## src/rtl/block_assembler.sv

```systemverilog
// Serial-byte to wide-block assembler.
// Bytes are collected into an assembly register. When the final byte of a block
// arrives, the complete block moves into a separate output register, so a new
// block can start filling while the previous one is still waiting to drain.
module block_assembler #(
    parameter int BLOCK_BYTES = 16,
    parameter int MSB_FIRST   = 1,
    localparam int CW = $clog2(BLOCK_BYTES + 1),
    localparam int BW = 8 * BLOCK_BYTES
) (
    input  logic          clk,
    input  logic          reset,
    input  logic          clear,
    input  logic          in_valid,
    input  logic [7:0]    in_data,
    output logic          in_ready,
    output logic          out_valid,
    output logic [BW-1:0] out_data,
    input  logic          out_ready,
    output logic [CW-1:0] fill_count
);

    localparam logic [CW-1:0] LAST_IDX = CW'(BLOCK_BYTES - 1);

    logic [BW-1:0] asm_reg;
    logic [BW-1:0] shifted;
    logic          last_byte;
    logic          accept;
    logic          drain;

    assign last_byte = (fill_count == LAST_IDX);
    assign accept    = in_valid && in_ready;
    assign drain     = out_valid && out_ready;

    // Accept a byte unless we are flushing or the last byte would overwrite an undrained block.
    always_comb begin
        in_ready = !clear && (!last_byte || !out_valid || out_ready);
    end

    // Assembly register with the incoming byte shifted in, in the configured byte order.
    always_comb begin
        shifted = '0;
        if (MSB_FIRST != 0) begin
            shifted = {asm_reg[BW-9:0], in_data};
        end else begin
            shifted = {in_data, asm_reg[BW-1:8]};
        end
    end

    // Partial-block state: clear flushes it, the final byte empties it for the next block.
    always_ff @(posedge clk or posedge reset) begin
        if (reset) begin
            asm_reg    <= '0;
            fill_count <= '0;
        end else if (clear) begin
            asm_reg    <= '0;
            fill_count <= '0;
        end else if (accept) begin
            if (last_byte) begin
                asm_reg    <= '0;
                fill_count <= '0;
            end else begin
                asm_reg    <= shifted;
                fill_count <= fill_count + CW'(1);
            end
        end
    end

    // Output buffer: a newly completed block wins over a drain on the same edge, so no bubble.
    always_ff @(posedge clk or posedge reset) begin
        if (reset) begin
            out_valid <= 1'b0;
            out_data  <= '0;
        end else if (accept && last_byte) begin
            out_valid <= 1'b1;
            out_data  <= shifted;
        end else if (drain) begin
            out_valid <= 1'b0;
        end
    end

endmodule

```

## config.mk

```make
export PLATFORM = sky130hd
export DESIGN_NAME = block_assembler
export DESIGN_NICKNAME = d
export VERILOG_FILES = /design/src/rtl/block_assembler.sv
export SDC_FILE = /design/constraint.sdc
export NUM_CORES = 1
export LEC_CHECK = 0
export CORE_MARGIN = 2
export CORE_UTILIZATION = 50
export DETAILED_ROUTE_END_ITERATION = 12
export PLACE_DENSITY = 0.74
export SYNTH_ARGS = -nofsm -noshare
export SYNTH_HDL_FRONTEND = slang
export SYNTH_SLANG_ARGS = --single-unit
```

## constraint.sdc

```tcl
create_clock -name clk -period 20.3 [get_ports clk]
set_clock_uncertainty 0.2 [all_clocks]
set_input_delay 2.03 -clock clk [delete_from_list [all_inputs] [get_ports clk]]
set_output_delay 2.03 -clock clk [all_outputs]
set_load 0.005 [all_outputs]
```

# == Yosys cells after proc, flatten, opt, wreduce, memory -nomap -nowiden ==
# Cells that the tools add are included.
# word_totals
regBits,254
inputBits,13
out_inout_bits,135
word_cells,25
# classes
add_sub_neg,1
n_eq_ne,1
muxes,8
reduce_logical,11
# op_table
op,n
120-bit 2-to-1 mux,3
5-bit 2-to-1 mux,3
"5-bit by 1-bit adder with 5-bit output, second input constant",1
"5-bit by 4-bit == test with 1-bit output, second input constant",1
1-bit logical AND,4
2-bit nonzero test,2
1-bit zero test,3
1-bit logical OR,2
1-bit 2-to-1 mux,2

# == Depth between registers and ports, before layout ==
# Gate-level depths: netlist of the first run.
# depth
word_depth,8
ltp_mapped,7
ltp_nobuf,4

# == Least setup slack after synthesis of the first run ==
# No wires, ideal clock.
# synth_path
path_type,input port to output port
startpoint,input port clear
endpoint,output port in_ready
t_arrival_ps,2526
required_time_ps,18070
path_slack_ps,15544
cell_stages,3
path_buffers,2
path_cell_list,clkbuf_1 > clkbuf_1 > nor2_1
# synth_via
elab_chain_len,2
# synth_rtl
element,line,rtl
start: declaration,13,"input logic clear,"
1-bit zero test,37,in_ready = !clear && (!last_byte || !out_valid || out_ready);
1-bit logical AND,37,
end: declaration,16,"output logic in_ready,"
# Every way passes these cells.

# == Worst setup path in the final report of the first run ==
# layout_path
startpoint,input port out_ready
endpoint,output port in_ready
# layout_via
elab_chain_len,2
# layout_rtl
element,line,rtl
start: declaration,19,"input logic out_ready,"
1-bit logical OR,37,
1-bit logical AND,37,
# Every way passes these cells.

==> flow_summary.toml, run 1 <==
[run_status]
status = "completed"

[clock_tree]
clock-sinks = 254
htreeDepth = 1
cts_hold_buf = 0
cts_root_buf = "clkbuf_16"
post_cts_resized = 0
cts_buffer_depth = 3
clock_latency_ns = 0.51
tritoncts.num_buffers = 25
cts_tree = "built"
clk_transition_reported_paths_ns = 0.06
cts_setup_buffers = 0

[placement]
dpl.hpwl_mm = 13.9
gp_congestion = 0.776
placedCellCount = 1080
io_buffers = 147

[detailed_routing]
wl_met1_mm = 9.62
vias = 6586
top_layer = "met4"
ant_nets = 0
drt_iter0_drc = 478
wl_met3_mm = 1.16
dr.pass1.iters = 5
viasPerCell = 5.86
met2_length_mm = 11.4
wl_per_cell_um = 20.2
drcViolationCount = 0
wirelength_mm = 22.7

[layout]
num_antenna_cells = 0
final_cell_mix = "254 x dfrtp_1, 146 x clkdlybuf4s50_1, 124 x nand2b_1"
mostFrequentLayoutCell = "dfrtp_1"
final_cells = 1123
largest_reg_flops = 128
drive_above_1_share_pct = 9.61
area_delta_synth_final_pct = 23.2
finalNetCount = 851
final_util_pct = 62.4

[synth]
synth.area.mux_share_pct = 14.2
ys_warn_count = 0
synth.avg_cell_area_um2 = 14.0
yosys.area_share.simple_pct = 9.16
synth_cell_type_count = 27
syn_area_um2 = 10200
synth-adder-area-share_pct = 0.123
yosys.area.top_type_share_pct = 62.4
ys_seq_area_share_pct = 62.4
netlist.top_cell.by_area = "dfrtp_1"
synth_top_family_by_area = "multiplexers"
synth_compound_area_share_pct = 10.4
postSynthCellCount = 726
synth_nets = 740
yosys-top-cells-area = "dfrtp_1 62%, mux2_1 11%, o32ai_1 9.7%, nand2b_1 7.6%, mux2_2 3.1%"
ys_ff_latch = 254
synth-xor-area-share_pct = 0

[worst_setup_path]
crit_arrival_ns = 3.55
worstPathRequired_ns = 18.07
start_kind = "input pin"
crit_start = "out_ready"
cp_max_fo = 4
worst_setup_path_end_kind = "output port"
worst_r2r_startpoint = "fill_count[0]$_DFFE_PP0P_"
crit_type = "input pin to output port"

[power]
power.total_mw = 1.02
p_per_area_nw_per_um2 = 80.9
vdd_drop_max_mv = 0.0495
p_leak_nw = 5.68

[timing]
tightest_slew_ns = 1.26
slew_headroom_pct = 15.7
finalSetupViolCount = 0
hold_viol_final = 0
rsz0062_at_grt = "no"
period_needed_ns = 5.78
maxSlewViolCount = 0
finalCritPeriodShare_pct = 28.5
whs_ns = 0.285
clock.fmax_ghz = 0.173
fin_tns_setup_ns = 0

[flow_run]
maxCapViolations = 0

[floorplan]
fp.dieW_um = 147
pin_count = 148
start_util_pct = 50.7
core_um2 = 20100
dieArea_um2 = 21500
fp-row-count = 52
dieHeight_um = 147

[min_path]
hold_class = "register to register"
worstHoldStart = "asm_reg[101]$_DFFE_PP0P_"

[grt]
antenna_found_initial = 0
grt_use_total_pct = 20.9
grt_pass1_vias = 6618
grt_pass1_wl_mm = 36.4
overflow = 0
grt_max_degree = 138
==> layer usage <==
metal  vias up  GRT usage, %
met1      3420          28.8
met5         -             0
li1       2928             -
met4         0          5.49
met3        33          2.95
met2       205          35.3
==> Yosys cell counts (all sizes together) <==
cell type / instances
inv: 2
o32ai: 113
or4: 1
nand2b: 124
nor2: 2
and3b: 1
o21a: 1
nor2b: 1
nand2: 1
a311oi: 1
nand4b: 11
mux2: 128
o21ai: 10
clkbuf: 49
buf: 21
nand4: 1
a21oi: 1
mux2i: 1
dfrtp: 254
nand3: 1
and4b: 1
ha: 1
==> critical path, cell delays in order <==
cell	delay [ns]
clkdlybuf4s50_1	0.45
nand2b_1	0.26
nor2_1	0.07
nor2_1	0.19
clkdlybuf4s50_1	0.54
==> report_power, final <==
group	switching (mW)	internal, mW	leakage (nW)
Sequential	0.00149	0.508	3.54
Clock	0.186	0.286	0.424
Combinational	0.0232	0.0102	1.72
==> final timing paths <==
check	depth (start not counted)	slack, ns	to
worst max-delay path	5	14.52	in_ready
worst max register to register	5	17.00	out_data[75]$_DFFE_PP0P_
worst min register to register	1	0.29	out_data[109]$_DFFE_PP0P_
min in group asynchronous	2	1.81	out_data[7]$_DFFE_PP0P_
worst min-delay path	1	0.29	out_data[109]$_DFFE_PP0P_
max in group asynchronous	4	15.70	out_data[113]$_DFFE_PP0P_
==> through the flow <==
step,cell area (um^2),setup slack [ns]
final,12600,14.52
after floorplan,10200,11.09
after global placement,11700,14.51
after global routing,12600,14.45
after detailed placement,11700,14.50
after CTS,12600,14.50
==> kinds of logic after synthesis <==
group | after synthesis
AOI/OAI and AO/OA | 126
adders and majority gates | 1
buffers and inverters | 72
DFF | 254
muxes | 129
and+or+nand+nor | 144
==> area by class of cell <==
| class | count | area [um^2] |
|---|---|---|
| Fill cell | 1458 | 7550 |
| Multi-Input combinational cell | 400 | 3480 |
| Sequential cell | 254 | 6360 |
| Inverter | 2 | 16.3 |
| Timing Repair Buffer | 154 | 1520 |
| Clock buffer | 30 | 674 |
| Tap cell | 270 | 338 |
| Clock inverter | 13 | 169 |
Note: power is estimated with default switching activity, not from simulation.
==> run 2, diff against run 1 <==
clock period = 5.6 ns   (was 20.3 ns; I/O delays follow)
==> flow_summary.toml, run 2 (synthesis gave the netlist of run 1 again) <==
[run_status]
status = "completed"

[grt]
grt_pass1_wl_mm = 35.6
overflow = 0
grt_use_total_pct = 20.4
grt_max_degree = 139
grt_pass1_vias = 6597
antenna_found_initial = 1

[floorplan]
dieArea_um2 = 21500
pin_count = 148
dieHeight_um = 147
fp-row-count = 52
core_um2 = 20100
fp.dieW_um = 147
start_util_pct = 50.7

[timing]
rsz0062_at_grt = "no"
clock.fmax_ghz = 0.309
hold_viol_final = 0
finalCritPeriodShare_pct = 57.7
fin_ws_ns = 2.37
tightest_slew_ns = 1.22
finalSetupViolCount = 0
slew_headroom_pct = 18.6
maxSlewViolCount = 0
fin_tns_setup_ns = 0
period_needed_ns = 3.23

[power]
switching_share_pct = 21.1
vdd_drop_max_mv = 0.185
power_switching_mw = 0.761
pwr-share-seq_pct = 51.3
internal_power_mw = 2.84
clkPwrFrac_pct = 45.4
p_per_area_nw_per_um2 = 288
pwr-share-comb_pct = 3.3
p_leak_nw = 5.66

[worst_setup_path]
r2r_cells = 5
worst_r2r_startpoint = "fill_count[0]$_DFFE_PP0P_"
worst_setup_path_end_kind = "output port"
worstPathRequired_ns = 4.84
cp_max_fo = 11
crit_type = "register to output port"
crit_end = "in_ready"
crit_start = "fill_count[1]$_DFFE_PP0P_"
start_kind = "register"
crit_arrival_ns = 2.47
regToRegSetupSlack_ns = 2.56
r2r-end = "asm_reg[74]$_DFFE_PP0P_"

[min_path]
holdPathStages = 1
hold_class = "register to register"

[clock_tree]
cts_buffer_depth = 3
cts_root_buf = "clkbuf_16"
clk_transition_reported_paths_ns = 0.06
tritoncts.num_buffers = 25
clock_latency_ns = 0.51
clock-sinks = 254
cts_hold_buf = 0
post_cts_resized = 0
htreeDepth = 1
cts_setup_buffers = 0
cts_tree = "built"

[detailed_routing]
dr.pass1.iters = 5
vias = 6491
wl_per_cell_um = 19.6
ant_nets = 0
viasPerCell = 5.76
drcViolationCount = 0
drt_iter0_drc = 577
wirelength_mm = 22.1

[layout]
area_delta_synth_final_pct = 23.0
multi_input_area_um2 = 3480
fill_cells = 1469
mostFrequentLayoutCell = "dfrtp_1"
largest_reg_flops = 128
final_cell_mix = "254 x dfrtp_1, 146 x clkdlybuf4s50_1, 124 x nand2b_1"
seq_area_um2 = 6360
drive_above_1_share_pct = 9.71
finalNetCount = 851
final_cells = 1126

[flow_run]
maxCapViolations = 0

[placement]
placedCellCount = 1080
io_buffers = 147
dpl.hpwl_mm = 13.9
preCtsSetupSlack_ns = 2.01
gp_congestion = 0.834
[run 2: layout make-up]
type / instances / share of cell area (%)
Inverter: 2 / 0.0998
Clock inverter: 13 / 0.939
Timing Repair Buffer: 154 / 12.2
Clock buffer: 32 / 5.52
Sequential cell: 254 / 50.7
Multi-Input combinational cell: 400 / 27.8
Antenna cell: 1 / 0.0200
Tap cell: 270 / 2.70
[run 2: worst max-delay path: stages (launching register included)]
cell,delay (ns)
dfrtp_1,0.42
ha_1,0.26
nand4b_1,0.46
nor2_1,0.23
nor2_1,0.08
clkdlybuf4s50_1,0.51
[run 2: how the worst min path moves through the flow]
stage               slack [ns]                   endpoint                      from
finish                    0.28   out_data[20]$_DFFE_PP0P_   asm_reg[12]$_DFFE_PP0P_
global route              0.30   out_data[22]$_DFFE_PP0P_  out_data[22]$_DFFE_PP0P_
CTS                       0.29   out_data[20]$_DFFE_PP0P_   asm_reg[12]$_DFFE_PP0P_
detailed placement        0.27   out_data[16]$_DFFE_PP0P_    asm_reg[8]$_DFFE_PP0P_
global placement          0.27   out_data[13]$_DFFE_PP0P_    asm_reg[5]$_DFFE_PP0P_
floorplan                 0.26  out_data[108]$_DFFE_PP0P_  asm_reg[100]$_DFFE_PP0P_
[run 2: power groups by stage]
stage / clock network, mW / logic, mW / registers [mW]
after floorplan: 0 / 0.0853 / 1.88
after global placement: 0 / 0.117 / 1.88
after detailed placement: 0 / 0.122 / 1.88
after CTS: 1.67 / 0.122 / 1.85
after global routing: 1.76 / 0.133 / 1.85
final: 1.64 / 0.120 / 1.85
[run 2: metal layers]
| layer | track usage, % | vias up | routed length, um | share of wire [%] |
|---|---|---|---|---|
| met1 | 28.5 | 3307 | 9620 | 44 |
| met5 | 0 | - | 0 | 0 |
| met2 | 33.5 | 233 | 10900 | 49 |
| met3 | 3.04 | 33 | 1120 | 5.1 |
| li1 | - | 2918 | - | - |
| met4 | 5.87 | 0 | 452 | 2.0 |
[run 2: stage by stage]
stage | total power, mW | util (%) | hold slack, ns | instance area [um^2]
5_1_grt | 3.74 | 62.3 | 0.302 | 12500
3_5_place_dp | 2.00 | 58.3 | 0.273 | 11700
3_3_place_gp | 2.00 | 58.3 | 0.268 | 11700
2_1_floorplan | 1.97 | - | 0.259 | 10200
6_report | 3.60 | 62.3 | 0.283 | 12500
4_1_cts | 3.64 | 62.3 | 0.287 | 12500
